### src/rtl/conv_frame_controller.sv
// rtl/conv_frame_controller.sv - frame sequencer around a 3x3 convolution filter
// Loads a preset 3x3 kernel, gates exactly IMG_WIDTH*IMG_HEIGHT pixels into the
// filter, forwards the same number of filtered pixels downstream with m_last on
// the final one, then pulses done for one cycle.
// Optional macro CONV_CTRL_WATCHDOG_EN: DRAIN watchdog that sets timeout_err.
// Ports:
//   clk, rst_n               clock, synchronous active-low reset
//   start, kernel_sel        frame start and preset index (sampled in IDLE)
//   busy, done, timeout_err  host status
//   s_valid/s_ready/s_data   upstream pixel stream
//   f_x_*                    stream into the filter
//   f_y_*                    stream out of the filter
//   m_valid/m_ready/m_data/m_last  downstream stream
//   kernel_flat              coefficients, [r][c] at bits [(r*3+c)*W +: W]
//   in_count, out_count      pixels accepted by the filter / emitted downstream
module conv_frame_controller #(
    parameter int IMG_WIDTH      = 640,
    parameter int IMG_HEIGHT     = 480,
    parameter int W              = 8,
    parameter int TIMEOUT_CYCLES = 4096,
    localparam int N             = IMG_WIDTH * IMG_HEIGHT,
    localparam int CW            = $clog2(N + 1)
) (
    input  logic            clk,
    input  logic            rst_n,
    input  logic            start,
    input  logic [2:0]      kernel_sel,
    output logic            busy,
    output logic            done,
    output logic            timeout_err,
    input  logic            s_valid,
    output logic            s_ready,
    input  logic [W-1:0]    s_data,
    output logic            f_x_valid,
    input  logic            f_x_ready,
    output logic [W-1:0]    f_x_data,
    input  logic            f_y_valid,
    output logic            f_y_ready,
    input  logic [W-1:0]    f_y_data,
    output logic            m_valid,
    input  logic            m_ready,
    output logic [W-1:0]    m_data,
    output logic            m_last,
    output logic [9*W-1:0]  kernel_flat,
    output logic [CW-1:0]   in_count,
    output logic [CW-1:0]   out_count
);

    localparam logic [CW-1:0] N_CNT    = CW'(N);
    localparam logic [CW-1:0] N_M1_CNT = CW'(N - 1);

    // The largest preset coefficient (+12) needs 5 signed bits.
    if (W < 5 || N < 1 || TIMEOUT_CYCLES < 1) begin : g_cfg_check
        $error("conv_frame_controller: invalid W, frame size or TIMEOUT_CYCLES");
    end

    typedef enum logic [2:0] {
        ST_IDLE,
        ST_LOAD,
        ST_STREAM,
        ST_DRAIN,
        ST_DONE
    } state_t;

    state_t          state_q, state_d;
    logic [2:0]      sel_q, sel_d;
    logic [3:0]      load_idx_q, load_idx_d;
    logic [9*W-1:0]  kernel_q, kernel_d;
    logic [CW-1:0]   in_q, in_d;
    logic [CW-1:0]   out_q, out_d;
    logic            in_open, out_open;
    logic            x_hs, m_hs;

`ifdef CONV_CTRL_WATCHDOG_EN
    localparam int TW = $clog2(TIMEOUT_CYCLES + 1);
    localparam logic [TW-1:0] WD_LAST = TW'(TIMEOUT_CYCLES - 1);
    logic [TW-1:0]   wd_q, wd_d;
    logic            terr_q, terr_d;
`endif

    // Row-major preset ROM; index 4 is the centre tap.
    function automatic logic [W-1:0] preset_coef(input logic [2:0] sel, input logic [3:0] idx);
        int v;
        v = 0;
        case (sel)
            3'd0: v = 1;
            3'd1: v = (idx == 4'd4) ? 5  : (idx[0] ? -1 : 0);
            3'd2: v = (idx == 4'd4) ? 8  : -1;
            3'd3: v = (idx == 4'd4) ? 12 : -1;
            3'd4: v = (idx == 4'd4) ? 2  : (idx[0] ? -1 : 0);
            3'd5: v = (idx == 4'd4) ? 4  : (idx[0] ? -1 : 0);
            3'd6: begin
                case (idx)
                    4'd0, 4'd2: v = -1;
                    4'd1:       v = -2;
                    4'd6, 4'd8: v = 1;
                    4'd7:       v = 2;
                    default:    v = 0;
                endcase
            end
            default: v = (idx == 4'd4) ? 1 : 0;
        endcase
        return v[W-1:0];
    endfunction

    always_comb begin
        state_d    = state_q;
        sel_d      = sel_q;
        load_idx_d = load_idx_q;
        kernel_d   = kernel_q;
        in_d       = in_q;
        out_d      = out_q;
`ifdef CONV_CTRL_WATCHDOG_EN
        wd_d       = '0;
        terr_d     = terr_q;
`endif

        // Input gate closes at N accepted pixels; output gate at N emitted.
        // A closed output gate keeps f_y_ready high so stray filter results drain away.
        in_open   = (state_q == ST_STREAM) && (in_q != N_CNT);
        out_open  = ((state_q == ST_STREAM) || (state_q == ST_DRAIN)) && (out_q != N_CNT);
        f_x_valid = in_open && s_valid;
        s_ready   = in_open && f_x_ready;
        f_x_data  = s_data;
        m_valid   = out_open && f_y_valid;
        f_y_ready = out_open ? m_ready : 1'b1;
        m_data    = f_y_data;
        m_last    = m_valid && (out_q == N_M1_CNT);

        x_hs = f_x_valid && f_x_ready;
        m_hs = m_valid && m_ready;
        if (x_hs) in_d  = in_q + 1'b1;
        if (m_hs) out_d = out_q + 1'b1;

        case (state_q)
            ST_IDLE: begin
                if (start) begin
                    sel_d      = kernel_sel;
                    load_idx_d = '0;
                    in_d       = '0;
                    out_d      = '0;
`ifdef CONV_CTRL_WATCHDOG_EN
                    terr_d     = 1'b0;
`endif
                    state_d    = ST_LOAD;
                end
            end
            ST_LOAD: begin
                kernel_d[int'(load_idx_q)*W +: W] = preset_coef(sel_q, load_idx_q);
                if (load_idx_q == 4'd8) begin
                    state_d = ST_STREAM;
                end else begin
                    load_idx_d = load_idx_q + 1'b1;
                end
            end
            ST_STREAM: begin
                // Degenerate pipelines may finish the output side in the same cycle.
                if (x_hs && (in_q == N_M1_CNT)) begin
                    state_d = (out_d == N_CNT) ? ST_DONE : ST_DRAIN;
                end
            end
            ST_DRAIN: begin
                if (out_q == N_CNT) begin
                    state_d = ST_DONE;
                end
`ifdef CONV_CTRL_WATCHDOG_EN
                else if (m_hs) begin
                    wd_d = '0;
                end else if (wd_q == WD_LAST) begin
                    // This edge is the TIMEOUT_CYCLES-th idle cycle.
                    terr_d  = 1'b1;
                    state_d = ST_DONE;
                end else begin
                    wd_d = wd_q + 1'b1;
                end
`endif
            end
            ST_DONE: begin
                state_d = ST_IDLE;
            end
            default: begin
                state_d = ST_IDLE;
            end
        endcase
    end

    always_ff @(posedge clk) begin
        if (!rst_n) begin
            state_q    <= ST_IDLE;
            sel_q      <= '0;
            load_idx_q <= '0;
            kernel_q   <= '0;
            in_q       <= '0;
            out_q      <= '0;
`ifdef CONV_CTRL_WATCHDOG_EN
            wd_q       <= '0;
            terr_q     <= 1'b0;
`endif
        end else begin
            state_q    <= state_d;
            sel_q      <= sel_d;
            load_idx_q <= load_idx_d;
            kernel_q   <= kernel_d;
            in_q       <= in_d;
            out_q      <= out_d;
`ifdef CONV_CTRL_WATCHDOG_EN
            wd_q       <= wd_d;
            terr_q     <= terr_d;
`endif
        end
    end

    assign busy        = (state_q != ST_IDLE);
    assign done        = (state_q == ST_DONE);
    assign kernel_flat = kernel_q;
    assign in_count    = in_q;
    assign out_count   = out_q;
`ifdef CONV_CTRL_WATCHDOG_EN
    assign timeout_err = terr_q;
`else
    assign timeout_err = 1'b0;
`endif

endmodule
### config.mk
export PLATFORM = sky130hd
export DESIGN_NAME = conv_frame_controller
export DESIGN_NICKNAME = d
export VERILOG_FILES = /design/src/rtl/conv_frame_controller.sv
export SDC_FILE = /design/constraint.sdc
export NUM_CORES = 1
export LEC_CHECK = 0
export ABC_CLOCK_PERIOD_IN_PS = 3250
export BUFFER_PORTS_ARGS = -buffer_cell sky130_fd_sc_hd__buf_2
export CAP_MARGIN = 20
export CORE_MARGIN = 4
export CORE_UTILIZATION = 40
export CTS_CLUSTER_DIAMETER = 200
export DETAILED_ROUTE_END_ITERATION = 12
export PLACE_DENSITY = 0.68
export SLEW_MARGIN = 30
export SYNTH_ARGS = -nofsm -noshare
export SYNTH_HDL_FRONTEND = slang
export SYNTH_SLANG_ARGS = --single-unit
### constraint.sdc
create_clock -name clk -period 3.25 [get_ports clk]
set_clock_uncertainty 0.1 [all_clocks]
set_input_delay 0.325 -clock clk [delete_from_list [all_inputs] [get_ports clk]]
set_output_delay 0.325 -clock clk [all_outputs]
set_load 0.02 [all_outputs]
==> reports/summary.txt <==
GRT Resource Usage Total: 0.178
Max-cap viol count: 0
Antenna viol nets, final: 0
Clock root buffer master: clkbuf_16
Number of global-route vias before repair: 4267
Global-route wire length before repair: 21000 µm
Synth cell types: 62
Final period util: 0.910
Synth top area cells: dfxtp_1 (38%), nor2_1 (7.3%), buf_4 (6.8%)
DR pass1 iterations: 4
Simple-gate portion of the synthesized area: 0.298
Dpl cells: 854
First DRT Iteration DRCs: 263
Cell Count, Final, Fillers Out: 870
Clock sink total: 93
Fin crit period: 2960 ps
YS warnings: 0
Hpwl dp: 9510 µm
TritonCTS Buffers: 9
DRC Markers: 0
Die span in x: 119 µm
Initial antenna violation count: 0
RSZ-0062 raised after global routing: false
CP Class: reg2out
Commonest cells in the netlist: nor2_1 (97), dfxtp_1 (93), nand2_1 (48)
Worst Path Max Fanout: 7
Mux contribution to synthesized area: 0.0141
Via density: 5.17
Finish-stage setup viols: 0
Mapped cell area: 4960 µm²
Layout cells sized above 1: 0.234
Final #Nets: 734
Synth Area in Adders: 0.0277
CP required: 2820 ps
Slew @ Worst Pin: 764 ps
Synth Instances: 621
DIE AREA: 14300 µm²
CTS tree: built
Placer congestion estimate: 0.878
Initial Util: 0.412
Top cell by count, worst path: and2_1
Top Ports: 160
CP top delay family: simple AND/OR/NAND/NOR gates
Pwr Density: 416 nW/µm²
Hold WC Path Type: in2reg
Syn avg cell area: 7.99 µm²
Prevailing post-synth register cell: dfxtp_1
Complex-gate fraction of the synthesized area: 0.129
Max-slew headroom: 0.490
Final Routed Wirelength: 12800 µm
Post-synthesis sequential area ratio: 0.375
Yosys top cell by area: dfxtp_1
Outcome: finished clean
VDD IR max: 0.210 mV
FMAX: 338 MHz
Mapped Nets: 658
Routed vias: 4495
EDFF count, synth: 0
Crit path cell chain: inv_1 > ha_1 > or4b_1 > nor4_2 > and2_1 > nor2_1 > and2_1 > and3_2 > buf_2
Largest family of logic cells by synthesized area: simple AND/OR/NAND/NOR gates
Postcts setup bufs: 0
H-tree depth: 3
Clock Latency Late Sink: 340 ps
PostCTS Resize Cnt: 0
Post-Synth XOR/XNOR Area: 0.0582
CP Buf/Inv Count: 2
Reg clk slew, reported paths: 70 ps
Post-CTS Hold Fix Bufs: 0
Core Footprint: 12100 µm²
CP Capture Type: output pin
DIE HEIGHT: 119 µm
Slowest-stage cell, CP: or4b_1
TNS Setup: 0 ps
Grt ovf: 0
# port buffers: 126
Area grow syn2layout: 15.1%
Leakage power: 2.47 nW
Area share of the largest cell type after synthesis: 0.375
Number of placement rows: 40
ANT cells: 0
Fraction of registers with async set/reset: 0
Largest net degree at the start of global routing: 47
Register bit total from synthesis: 93
CTS Buffer Depth: 2
Most common cell in the netlist: nor2_1
CP peak stage delay: 440 ps
WL per Instance: 14.7 µm
Crit path DAT: 2530 ps
Pins Over Slew Limit: 0
Final hold vios: 0
CP startpoint kind: flip-flop
[flip-flops by register name, indices dropped and copies added (netlist names)]
register / flops
out_count: 19
state_q: 3
kernel_flat: 45
sel_q: 3
in_count: 19
load_idx_q: 4
[cells by family after synthesis]
| family | Yosys count |
|---|---|
| AO/OA/AOI/OAI | 102 |
| AND/OR/NAND/NOR | 292 |
| multiplexers | 7 |
| other | 1 |
| adder cells (fa/ha/maj) | 11 |
| buffers and inverters | 82 |
| XOR/XNOR | 33 |
| flip-flops | 93 |
[stage by stage]
| step | hold WS [ps] | instance area [µm²] | total power, mW | worst slack, ps | utilization |
|---|---|---|---|---|---|
| 2_1_floorplan | 347 | 4960 | 1.34 | 323 | - |
| 4_1_cts | 119 | 5710 | 2.41 | 252 | 0.474 |
| 3_5_place_dp | 353 | 5430 | 1.36 | 414 | 0.450 |
| 5_1_grt | 120 | 5710 | 2.48 | 57.3 | 0.474 |
| 6_report | 127 | 5710 | 2.37 | 292 | 0.474 |
| 3_3_place_gp | 349 | 5430 | 1.36 | 504 | 0.450 |
[worst paths after layout]
path	startpoint	endpoint	cells past startpoint	slack [ps]
setup / recovery	out_count[0]$_SDFF_PN0_	m_last	9	290
hold / removal	kernel_sel[2]	sel_q[2]$_SDFFE_PN0P_	3	130
setup reg to reg	out_count[0]$_SDFF_PN0_	state_q[1]$_SDFFE_PN0P_	9	350
hold reg to reg	kernel_flat[1]$_SDFFE_PN0P_	kernel_flat[1]$_SDFFE_PN0P_	1	370
[report_power, final]
part	internal, mW	switching, mW	total [mW]
combinational	0.0562	0.117	0.173
sequential	1.15	0.0133	1.17
clock	0.599	0.436	1.04
[layout make-up]
cell class / instances / area (µm²)
Clock inverter: 3 / 46.3
Sequential cell: 93 / 1860
Fill cell: 1219 / 6350
Clock buffer: 13 / 240
Multi-Input combinational cell: 446 / 2620
Tap cell: 168 / 210
Timing Repair Buffer: 133 / 683
Inverter: 14 / 52.6
[layer usage]
layer | global-route usage | share of wire | up-vias
met5 | 0 | 0 | -
met4 | 0.0802 | 0.022 | 0
met3 | 0.0380 | 0.061 | 21
met2 | 0.278 | 0.44 | 139
met1 | 0.236 | 0.47 | 2080
li1 | - | - | 2255
[cells in the final DEF, fill, tap and decap left out, types with 7 or more instances in the layout]
cell,n
a21oi_1,47
and2_1,11
and3_1,13
buf_2,126
buf_4,7
clkbuf_16,9
dfxtp_1,93
ha_1,11
inv_1,13
mux2i_1,7
nand2_1,48
nand2b_1,9
nand3_1,20
nand4_1,7
nor2_1,97
nor3_1,36
nor4_1,7
o21ai_0,18
or3_1,12
xnor2_1,20
xor2_1,13
[worst reg2reg max path, stage by stage, from the launching register on]
cell       delay [ps]
dfxtp_1           360
inv_1             140
ha_1              160
or4b_1            440
nor4_2            240
a21o_2            230
mux2i_1           260
a2111oi_2          90
a2111oi_0         630
o21bai_1          190
No activity file was read; power rests on OpenSTA's default activity.
